`src/rtl/mips_ctrl_pkg.sv`:
```
// Shared encodings for the multicycle MIPS main control FSM:
// state enum, ALUOP codes, opcodes and datapath mux select encodings.
package mips_ctrl_pkg;

    typedef enum logic [3:0] {
        S_FETCH  = 4'd0,
        S_DECODE = 4'd1,
        S_MEMADR = 4'd2,
        S_MEMRD  = 4'd3,
        S_MEMWB  = 4'd4,
        S_MEMWR  = 4'd5,
        S_EXEC   = 4'd6,
        S_RWB    = 4'd7,
        S_BRANCH = 4'd8,
        S_JUMP   = 4'd9,
        S_IEXEC  = 4'd10,
        S_IWB    = 4'd11,
        S_TRAP   = 4'd12
    } state_t;

    localparam logic [5:0] ALUOP_ADD   = 6'h00;
    localparam logic [5:0] ALUOP_SUB   = 6'h01;
    localparam logic [5:0] ALUOP_FUNCT = 6'h02;
    localparam logic [5:0] ALUOP_AND   = 6'h03;
    localparam logic [5:0] ALUOP_OR    = 6'h04;
    localparam logic [5:0] ALUOP_SLT   = 6'h05;

    localparam logic [5:0] OP_RTYPE = 6'b000000;
    localparam logic [5:0] OP_J     = 6'b000010;
    localparam logic [5:0] OP_BEQ   = 6'b000100;
    localparam logic [5:0] OP_ADDI  = 6'b001000;
    localparam logic [5:0] OP_SLTI  = 6'b001010;
    localparam logic [5:0] OP_ANDI  = 6'b001100;
    localparam logic [5:0] OP_ORI   = 6'b001101;
    localparam logic [5:0] OP_LW    = 6'b100011;
    localparam logic [5:0] OP_SW    = 6'b101011;

    localparam logic [1:0] SRCB_B      = 2'b00;
    localparam logic [1:0] SRCB_FOUR   = 2'b01;
    localparam logic [1:0] SRCB_IMM    = 2'b10;
    localparam logic [1:0] SRCB_IMM_SH = 2'b11;

    localparam logic [1:0] PCSRC_ALU    = 2'b00;
    localparam logic [1:0] PCSRC_ALUOUT = 2'b01;
    localparam logic [1:0] PCSRC_JUMP   = 2'b10;

    function automatic logic [5:0] imm_aluop(input logic [5:0] op);
        case (op)
            OP_ANDI: imm_aluop = ALUOP_AND;
            OP_ORI:  imm_aluop = ALUOP_OR;
            OP_SLTI: imm_aluop = ALUOP_SLT;
            default: imm_aluop = ALUOP_ADD;
        endcase
    endfunction

endpackage

```
`src/rtl/mips_ctrl_stall_timer.sv`:
```
// Memory stall counter: counts consecutive stalled cycles and flags the
// cycle in which the count reaches STALL_TIMEOUT (0 disables the timeout).
module mips_ctrl_stall_timer #(
    parameter int unsigned STALL_TIMEOUT = 0
) (
    input  logic clk,
    input  logic rst,
    input  logic stall_i,
    output logic timeout_o
);

    localparam int unsigned CW = (STALL_TIMEOUT > 0) ? $clog2(STALL_TIMEOUT + 1) : 1;
    localparam logic [CW-1:0] LIMIT = CW'(STALL_TIMEOUT);
    localparam logic [CW-1:0] LAST  = CW'((STALL_TIMEOUT > 0) ? STALL_TIMEOUT - 1 : 0);

    logic [CW-1:0] cnt_q, cnt_d;

    // The Nth stalled cycle is the one where the count of earlier stalls is N-1.
    assign timeout_o = (STALL_TIMEOUT != 0) && stall_i && (cnt_q == LAST);

    always_comb begin
        cnt_d = cnt_q;
        if (!stall_i || timeout_o) begin
            cnt_d = '0;
        end else if (cnt_q != LIMIT) begin
            cnt_d = cnt_q + CW'(1);
        end
    end

    always_ff @(posedge clk or posedge rst) begin
        if (rst) begin
            cnt_q <= '0;
        end else begin
            cnt_q <= cnt_d;
        end
    end

endmodule

```
`src/rtl/mips_multicycle_control.sv`:
```
// Main control FSM for the multicycle MIPS datapath.
// Optional illegal-opcode trap state enabled by defining MC_ILLEGAL_TRAP_EN.
module mips_multicycle_control
    import mips_ctrl_pkg::*;
#(
    parameter int unsigned STALL_TIMEOUT = 0
) (
    input  logic       clk,
    input  logic       rst,
    input  logic [5:0] opcode,
    input  logic       mem_ready,
    output logic       pc_write,
    output logic       pc_write_cond,
    output logic       iord,
    output logic       mem_read,
    output logic       mem_write,
    output logic       ir_write,
    output logic       reg_dst,
    output logic       mem_to_reg,
    output logic       reg_write,
    output logic       alu_src_a,
    output logic [1:0] alu_src_b,
    output logic [1:0] pc_source,
    output logic [5:0] aluop,
    output logic       mem_timeout,
    output logic [3:0] state_dbg
`ifdef MC_ILLEGAL_TRAP_EN
    ,
    output logic       illegal_op
`endif
);

    state_t     state_q, state_d;
    logic [5:0] op_q, op_d;
    logic       stall;
    logic       timeout;

    assign stall = (state_q inside {S_FETCH, S_MEMRD, S_MEMWR}) && !mem_ready;

    mips_ctrl_stall_timer #(
        .STALL_TIMEOUT(STALL_TIMEOUT)
    ) u_stall_timer (
        .clk       (clk),
        .rst       (rst),
        .stall_i   (stall),
        .timeout_o (timeout)
    );

    always_ff @(posedge clk or posedge rst) begin
        if (rst) begin
            state_q <= S_FETCH;
            op_q    <= '0;
        end else begin
            state_q <= state_d;
            op_q    <= op_d;
        end
    end

    always_comb begin
        state_d = state_q;
        op_d    = op_q;
        case (state_q)
            S_FETCH:  if (mem_ready) state_d = S_DECODE;
            S_DECODE: begin
                op_d = opcode;
                case (opcode)
                    OP_LW, OP_SW:                     state_d = S_MEMADR;
                    OP_RTYPE:                         state_d = S_EXEC;
                    OP_BEQ:                           state_d = S_BRANCH;
                    OP_J:                             state_d = S_JUMP;
                    OP_ADDI, OP_ANDI, OP_ORI, OP_SLTI: state_d = S_IEXEC;
`ifdef MC_ILLEGAL_TRAP_EN
                    default:                          state_d = S_TRAP;
`else
                    default:                          state_d = S_FETCH;
`endif
                endcase
            end
            S_MEMADR: begin
                if (op_q == OP_LW)      state_d = S_MEMRD;
                else if (op_q == OP_SW) state_d = S_MEMWR;
                else                    state_d = S_FETCH;
            end
            S_MEMRD: begin
                if (mem_ready)    state_d = S_MEMWB;
                else if (timeout) state_d = S_FETCH;
            end
            S_MEMWR:  if (mem_ready || timeout) state_d = S_FETCH;
            S_EXEC:   state_d = S_RWB;
            S_IEXEC:  state_d = S_IWB;
`ifdef MC_ILLEGAL_TRAP_EN
            S_TRAP:   state_d = S_TRAP;
`endif
            default:  state_d = S_FETCH;
        endcase
    end

    always_comb begin
        pc_write      = 1'b0;
        pc_write_cond = 1'b0;
        iord          = 1'b0;
        mem_read      = 1'b0;
        mem_write     = 1'b0;
        ir_write      = 1'b0;
        reg_dst       = 1'b0;
        mem_to_reg    = 1'b0;
        reg_write     = 1'b0;
        alu_src_a     = 1'b0;
        alu_src_b     = SRCB_B;
        pc_source     = PCSRC_ALU;
        aluop         = ALUOP_ADD;
        mem_timeout   = timeout;
        state_dbg     = state_q;
        case (state_q)
            S_FETCH: begin
                mem_read  = !timeout;
                alu_src_b = SRCB_FOUR;
                ir_write  = mem_ready;
                pc_write  = mem_ready;
            end
            S_DECODE: alu_src_b = SRCB_IMM_SH;
            S_MEMADR: begin
                alu_src_a = 1'b1;
                alu_src_b = SRCB_IMM;
            end
            S_MEMRD: begin
                mem_read = !timeout;
                iord     = 1'b1;
            end
            S_MEMWB: begin
                reg_write  = 1'b1;
                mem_to_reg = 1'b1;
            end
            S_MEMWR: begin
                mem_write = !timeout;
                iord      = 1'b1;
            end
            S_EXEC: begin
                alu_src_a = 1'b1;
                aluop     = ALUOP_FUNCT;
            end
            S_RWB: begin
                reg_write = 1'b1;
                reg_dst   = 1'b1;
            end
            S_BRANCH: begin
                alu_src_a     = 1'b1;
                aluop         = ALUOP_SUB;
                pc_write_cond = 1'b1;
                pc_source     = PCSRC_ALUOUT;
            end
            S_JUMP: begin
                pc_write  = 1'b1;
                pc_source = PCSRC_JUMP;
            end
            S_IEXEC: begin
                alu_src_a = 1'b1;
                alu_src_b = SRCB_IMM;
                aluop     = imm_aluop(op_q);
            end
            S_IWB:   reg_write = 1'b1;
            default: ;
        endcase
        // Reset forces every output low even though the state register already reads FETCH.
        if (rst) begin
            pc_write      = 1'b0;
            pc_write_cond = 1'b0;
            iord          = 1'b0;
            mem_read      = 1'b0;
            mem_write     = 1'b0;
            ir_write      = 1'b0;
            reg_dst       = 1'b0;
            mem_to_reg    = 1'b0;
            reg_write     = 1'b0;
            alu_src_a     = 1'b0;
            alu_src_b     = '0;
            pc_source     = '0;
            aluop         = '0;
            mem_timeout   = 1'b0;
            state_dbg     = '0;
        end
    end

`ifdef MC_ILLEGAL_TRAP_EN
    assign illegal_op = !rst && (state_q == S_TRAP);
`endif

endmodule

```
`config.mk`:
```
export PLATFORM = sky130hd
export DESIGN_NAME = mips_multicycle_control
export DESIGN_NICKNAME = d
export VERILOG_FILES = /design/src/rtl/mips_ctrl_pkg.sv /design/src/rtl/mips_ctrl_stall_timer.sv /design/src/rtl/mips_multicycle_control.sv
export SDC_FILE = /design/constraint.sdc
export NUM_CORES = 1
export LEC_CHECK = 0
export ABC_CLOCK_PERIOD_IN_PS = 4010
export BUFFER_PORTS_ARGS = -buffer_cell sky130_fd_sc_hd__buf_2
export CAP_MARGIN = 20
export CORE_MARGIN = 2
export CORE_UTILIZATION = 52
export CTS_BUF_LIST = sky130_fd_sc_hd__clkbuf_4 sky130_fd_sc_hd__clkbuf_8 sky130_fd_sc_hd__clkbuf_16
export CTS_CLUSTER_DIAMETER = 100
export DETAILED_ROUTE_END_ITERATION = 7
export PLACE_DENSITY_LB_ADDON = 0.25
export SLEW_MARGIN = 40
export SYNTH_ARGS = -nofsm -noshare
export SYNTH_HDL_FRONTEND = slang
export SYNTH_SLANG_ARGS = --single-unit
```
`constraint.sdc`:
```
create_clock -name clk -period 4.01 [get_ports clk]
set_input_delay 0.401 -clock clk [delete_from_list [all_inputs] [get_ports clk]]
set_output_delay 0.401 -clock clk [all_outputs]
set_load 0.05 [all_outputs]
```
# Yosys cells after proc, flatten, opt, wreduce, memory -nomap -nowiden
# Cells that the tools add are included.
# classes
n_mux,35
n_addsub,0
bitwise,0
shift,0
n_mul,0
reduce_logical,10
div_mod_pow,0
n_eq_ne,27
order_cmp,0
# ops
operator,count
equality test 6 x 4 -> 1 bit (second input constant),7
case mux 4 bit (7 select lines),1
equality test 6 bit (second input constant),4
case mux 4 bit (5 select lines),1
2-to-1 mux 1 bit,19
case mux 3 bit (3 select lines),2
equality test 4 x 3 -> 1 bit (second input constant),4
equality test 4 bit (second input constant),4
2-to-1 mux 4 bit,4
equality test 4 x 2 -> 1 bit (second input constant),2
OR reduction 2 bit,4
OR reduction 4 bit,2
equality test 6 x 2 -> 1 bit (second input constant),1
equality test 6 x 3 -> 1 bit (second input constant),1
zero test 6 bit,1
2-to-1 mux 3 bit,2
2-to-1 mux 6 bit,1
!= test 2 bit (second input constant),3
case mux 2 bit (3 select lines),1
equality test 4 x 1 -> 1 bit (second input constant),1
zero test 4 bit,1
2-to-1 mux 2 bit,2
case mux 2 bit (2 select lines),1
AND reduction 3 bit,1
2 further kinds,2
# totals
latchBits,0
mem_bits_rw,0
memories,0
romBits,0
in_bits,9
regBits,10

# Logic depth before layout (Yosys ltp)
# logic_depth
ltp_word,4
mapped_depth,5
depth_no_buf,4

# By module
# A second synthesis with hierarchy kept.
# unflattened
cells_unflattened,125
hier_area_um2,988.4
# by_module_without_submodules
module,area_per_inst_um2,seq_area_each_um2,n_inst,cells_per_inst
mips_multicycle_control,977.2,250.2,1,123
mips_ctrl_stall_timer,11.3,0.0,1,2

# Least setup slack after synthesis
# OpenSTA, ideal clock, no wires.
# synth_timing
path_kind,in2out
startpoint,in rst
endpoint,out mem_write
t_arrival_ns,2.540
cell_stages,4
slack_ns,1.069
required_time_ns,3.609
path_cell_list,clkbuf_1 nor2_1 nand2_1 nor3_1
# synth_via
elab_chain_len,1
# synth_lines
element,line_no,text
"start, declared",mips_multicycle_control.sv:9,"input logic rst,"
2-to-1 mux 1 bit,mips_multicycle_control.sv:165,if (rst) begin
"end, declared",mips_multicycle_control.sv:16,"output logic mem_write,"
# Every way passes these cells.

# Worst setup path in the final report
# layout_timing
startpoint,reg state_q[3]
endpoint,out aluop[1]
# layout_via
elab_chain_len,3
# layout_lines
element,line_no,text
"start, declared",mips_multicycle_control.sv:33,"state_t state_q, state_d;"
"start signal, assigned",mips_multicycle_control.sv:54,state_q <= state_d;
equality test 4 bit / equality test 4 x 3 -> 1 bit (equally long branches),mips_multicycle_control.sv:114,case (state_q)
case mux 3 bit (3 select lines) *,mips_multicycle_control.sv:114,
2-to-1 mux 6 bit *,mips_multicycle_control.sv:165,
"end, declared",mips_multicycle_control.sv:24,"output logic [5:0] aluop,"
# Mark *: on every way between the ends. The rest lies on a longest branch, timed or not.

==> run_results.csv <==
group,metric,value,unit
run_status,status,"complete, no violations",
sta,setup_total_negative_slack,0,ps
finish,area.growth.synth_to_final,14.8,%
placement,placed_cells,163,
sta,tightest_slew,614,ps
clock_tree,number_of_cells_upsized_or_downsized_after_cts,0,
placement,place.port_buffers,29,
clock_tree,cts_setup_buffers,0,
sta,timing.max_slew.rel_slack,59.1,%
finish,layout-drive-gt1-share,29.8,%
sta,timing_max_transition_violations_final,0,
global_routing,grt_pass1_wl,3.26,mm
sta,fmax,365,MHz
floorplan,die_y,46.3,µm
critical_path,reg2regPathDepth,3,
floorplan,initial_core_util,54.4,%
sta,finalCriticalPeriod,2740,ps
yosys,yosys-top-cells-area,"dfrtp_1 27%, mux2_2 8.5%, nor3_1 6.5%, nor2b_1 5.4%, nor2_1 4.8%",
clock_tree,clock-sinks,10,
critical_path,worstPathCellList,"nand4bb_1 -> or3_1 -> or3b_1 -> a21oi_1 -> buf_2",
critical_path,timing.critical_path.slowest_stage_cell,"dfrtp_1",
yosys,post_synth_and_or_nand_nor_area_fraction,39.0,%
yosys,synth-adder-area-share,0,%
floorplan,die_w,46.3,µm
yosys,synth_top_family_by_area,"simple AND/OR/NAND/NOR gates",
placement,detailed_place_hpwl,1.51,mm
yosys,async_s_r_ff_share_synth,100,%
global_routing,pin_count_of_the_biggest_net_entering_global_routing,21,
yosys,area_share_of_the_largest_cell_type_after_synthesis,26.9,%
global_routing,grt.total_usage,21.3,%
yosys,post_synth_instance_area,930,µm²
drt,routed_wire_length_per_instance,12.1,µm
floorplan,core_region_area,1710,µm²
clock_tree,ctsLongestPathBuffers,2,
drt,avgViaCountPerCell,5.53,
clock_tree,cts_tree,"yes",
drt,detailedRoute.firstPassIterationCount,4,
yosys,mean_post_synth_cell_area,7.88,µm²
yosys,synth_mux_area_share,8.48,%
drt,routed_wirelength,2.01,mm
yosys,synth_seq_area_share,26.9,%
drt,final_antenna_net_count,0,
drt,drt_drc_violations_left,0,
job,maxCapViolCount,0,
critical_path,timing.critical_path.required,3610,ps
clock_tree,cts_root_buffer,"clkbuf_4",
sta,finalHoldViolCount,0,
yosys,ys_warn_count,0,
clock_tree,cts.htree.levels,1,
yosys,synthCells,118,
sta,fin_worst_skew,4.03,ps
finish,diodes_inserted,0,
yosys,synth_compound_gate_area_share,14.3,%
critical_path,setup.worst_path.start_class,"flop",
critical_path,critical_path_class,"reg2out",
critical_path,crit_fanout,20,
global_routing,grt_pass1_vias,714,
drt,vias,918,
power,vdd.ir_drop.worst,303,µV
critical_path,critPathArrivalTime,2340,ps
global_routing,antenna_found_initial,0,
finish,mostFrequentLayoutCell,"buf_2",
power,leakage,0.489,nW
critical_path,worstSetupEndpointType,"output port",
global_routing,grt_overflow_total,0,
placement,gp_congestion,0.799,
floorplan,top_level_ports,34,
critical_path,number_of_gates_on_the_worst_path_with_buffers_counted,5,
sta,unrepaired_setup_endpoints_after_global_routing,"false",
yosys,synth_cell_type_count,37,
yosys,synth_enable_flop_cells,0,
clock_tree,cts_made_buffers,3,
critical_path,critical_path_buf_inv_count,1,
critical_path,cpLargestDelayFamily,"simple AND/OR/NAND/NOR gates",
sta,timing.final.setup_violations,0,
critical_path,delay_of_the_slowest_cell_on_the_worst_path,730,ps
finish,finished_layout_cells,166,
yosys,netlist.top_cell.by_area,"dfrtp_1",
floorplan,design.die.area,2140,µm²
clock_tree,holdBufCountCts,0,
finish,final_cell_mix,"29 x buf_2, 12 x nor2_1, 12 x nor3_1, 10 x dfrtp_1, 9 x nand2_1",
clock_tree,path_clk_slew,60,ps
finish,nets,152,
clock_tree,worst_skew_pair.late_latency,260,ps
yosys,synth_top_flop_cell,"dfrtp_1",
floorplan,floorplan.rows,15,
drt,drt_iter0_markers,27,
yosys,synth_xor_area_share,1.88,%
worst_hold_path,hold_path_class,"in2async",
sta,final_min_period_over_clock_period,68.3,%
yosys,synth_seq_cells,10,
power,power-per-cell-area,530,nW/µm²
[synthesized netlist by cell type (all sizes together), types with 2 or more instances]
library cell,instances
buf,7
nand2,9
inv,3
and3,2
or2,2
a21oi,6
clkbuf,5
nand2b,5
mux2,7
o221ai,2
o21ai,4
nor2b,8
nand4b,3
nor4,2
xnor2,2
nor2,12
dfrtp,10
nor3,12
[registers in the layout, summed over array words and instances (netlist names)]
register / flops
op_q: 6
state_q: 4
[metal layers]
| metal | vias to the layer above | track usage [%] | wire [µm] |
|---|---|---|---|
| li1 | 462 | - | - |
| met1 | 417 | 30.4 | 965 |
| met2 | 34 | 31.7 | 897 |
| met3 | 5 | 1.18 | 99 |
| met4 | 0 | 12.0 | 47 |
| met5 | - | 0 | 0 |
[where the power goes]
part / total (mW) / leakage, nW / switching, mW / internal [mW]
combinational: 0.298 / 0.351 / 0.172 / 0.126
sequential: 0.202 / 0.124 / 0.0622 / 0.140
clock: 0.0654 / 0.0138 / 0.0309 / 0.0345
[worst reg2reg max path: stages (launching register included)]
cell      delay (ps)
dfrtp_1          580
nor4b_4          640
nand4b_1         200
a311oi_1         350
[layout make-up]
cell class / instances / area [µm²]
clock buffer: 3 / 22.5
fill: 157 / 641
inverter: 3 / 11.3
multi-input combinational: 96 / 607
sequential: 10 / 250
tap: 25 / 31.3
timing repair buffer: 29 / 145
[path summary, 6_finish.rpt]
path,from,slack [ps],endpoint
max,state_q[3],1270,aluop[1]
min,rst,230,state_q[3]
max reg2reg,state_q[2],2130,state_q[2]
min reg2reg,op_q[4],530,op_q[4]
max in group asynchronous,rst,3470,state_q[0]
min in group clk,opcode[4],410,op_q[4]
[per-stage QoR]
stage / total power [mW] / cell area (µm²) / setup WS [ps] / hold WS [ps] / util, %
after floorplan: 0.447 / 941 / 1070 / 255 / -
after global placement: 0.493 / 1040 / 1640 / 517 / 61.2
after detailed placement: 0.504 / 1040 / 1560 / 520 / 61.2
after CTS: 0.571 / 1070 / 1260 / 245 / 62.5
after global routing: 0.615 / 1070 / 1160 / 277 / 62.5
final: 0.565 / 1070 / 1270 / 231 / 62.5
[cell families after synthesis]
| family | after synthesis |
|---|---|
| AOI/OAI and AO/OA | 20 |
| xor gates and xnor gates | 2 |
| buffers and inverters | 15 |
| DFF | 10 |
| muxes | 7 |
| other | 1 |
| and+or+nand+nor | 63 |
Note: power is estimated with default switching activity, not from simulation.
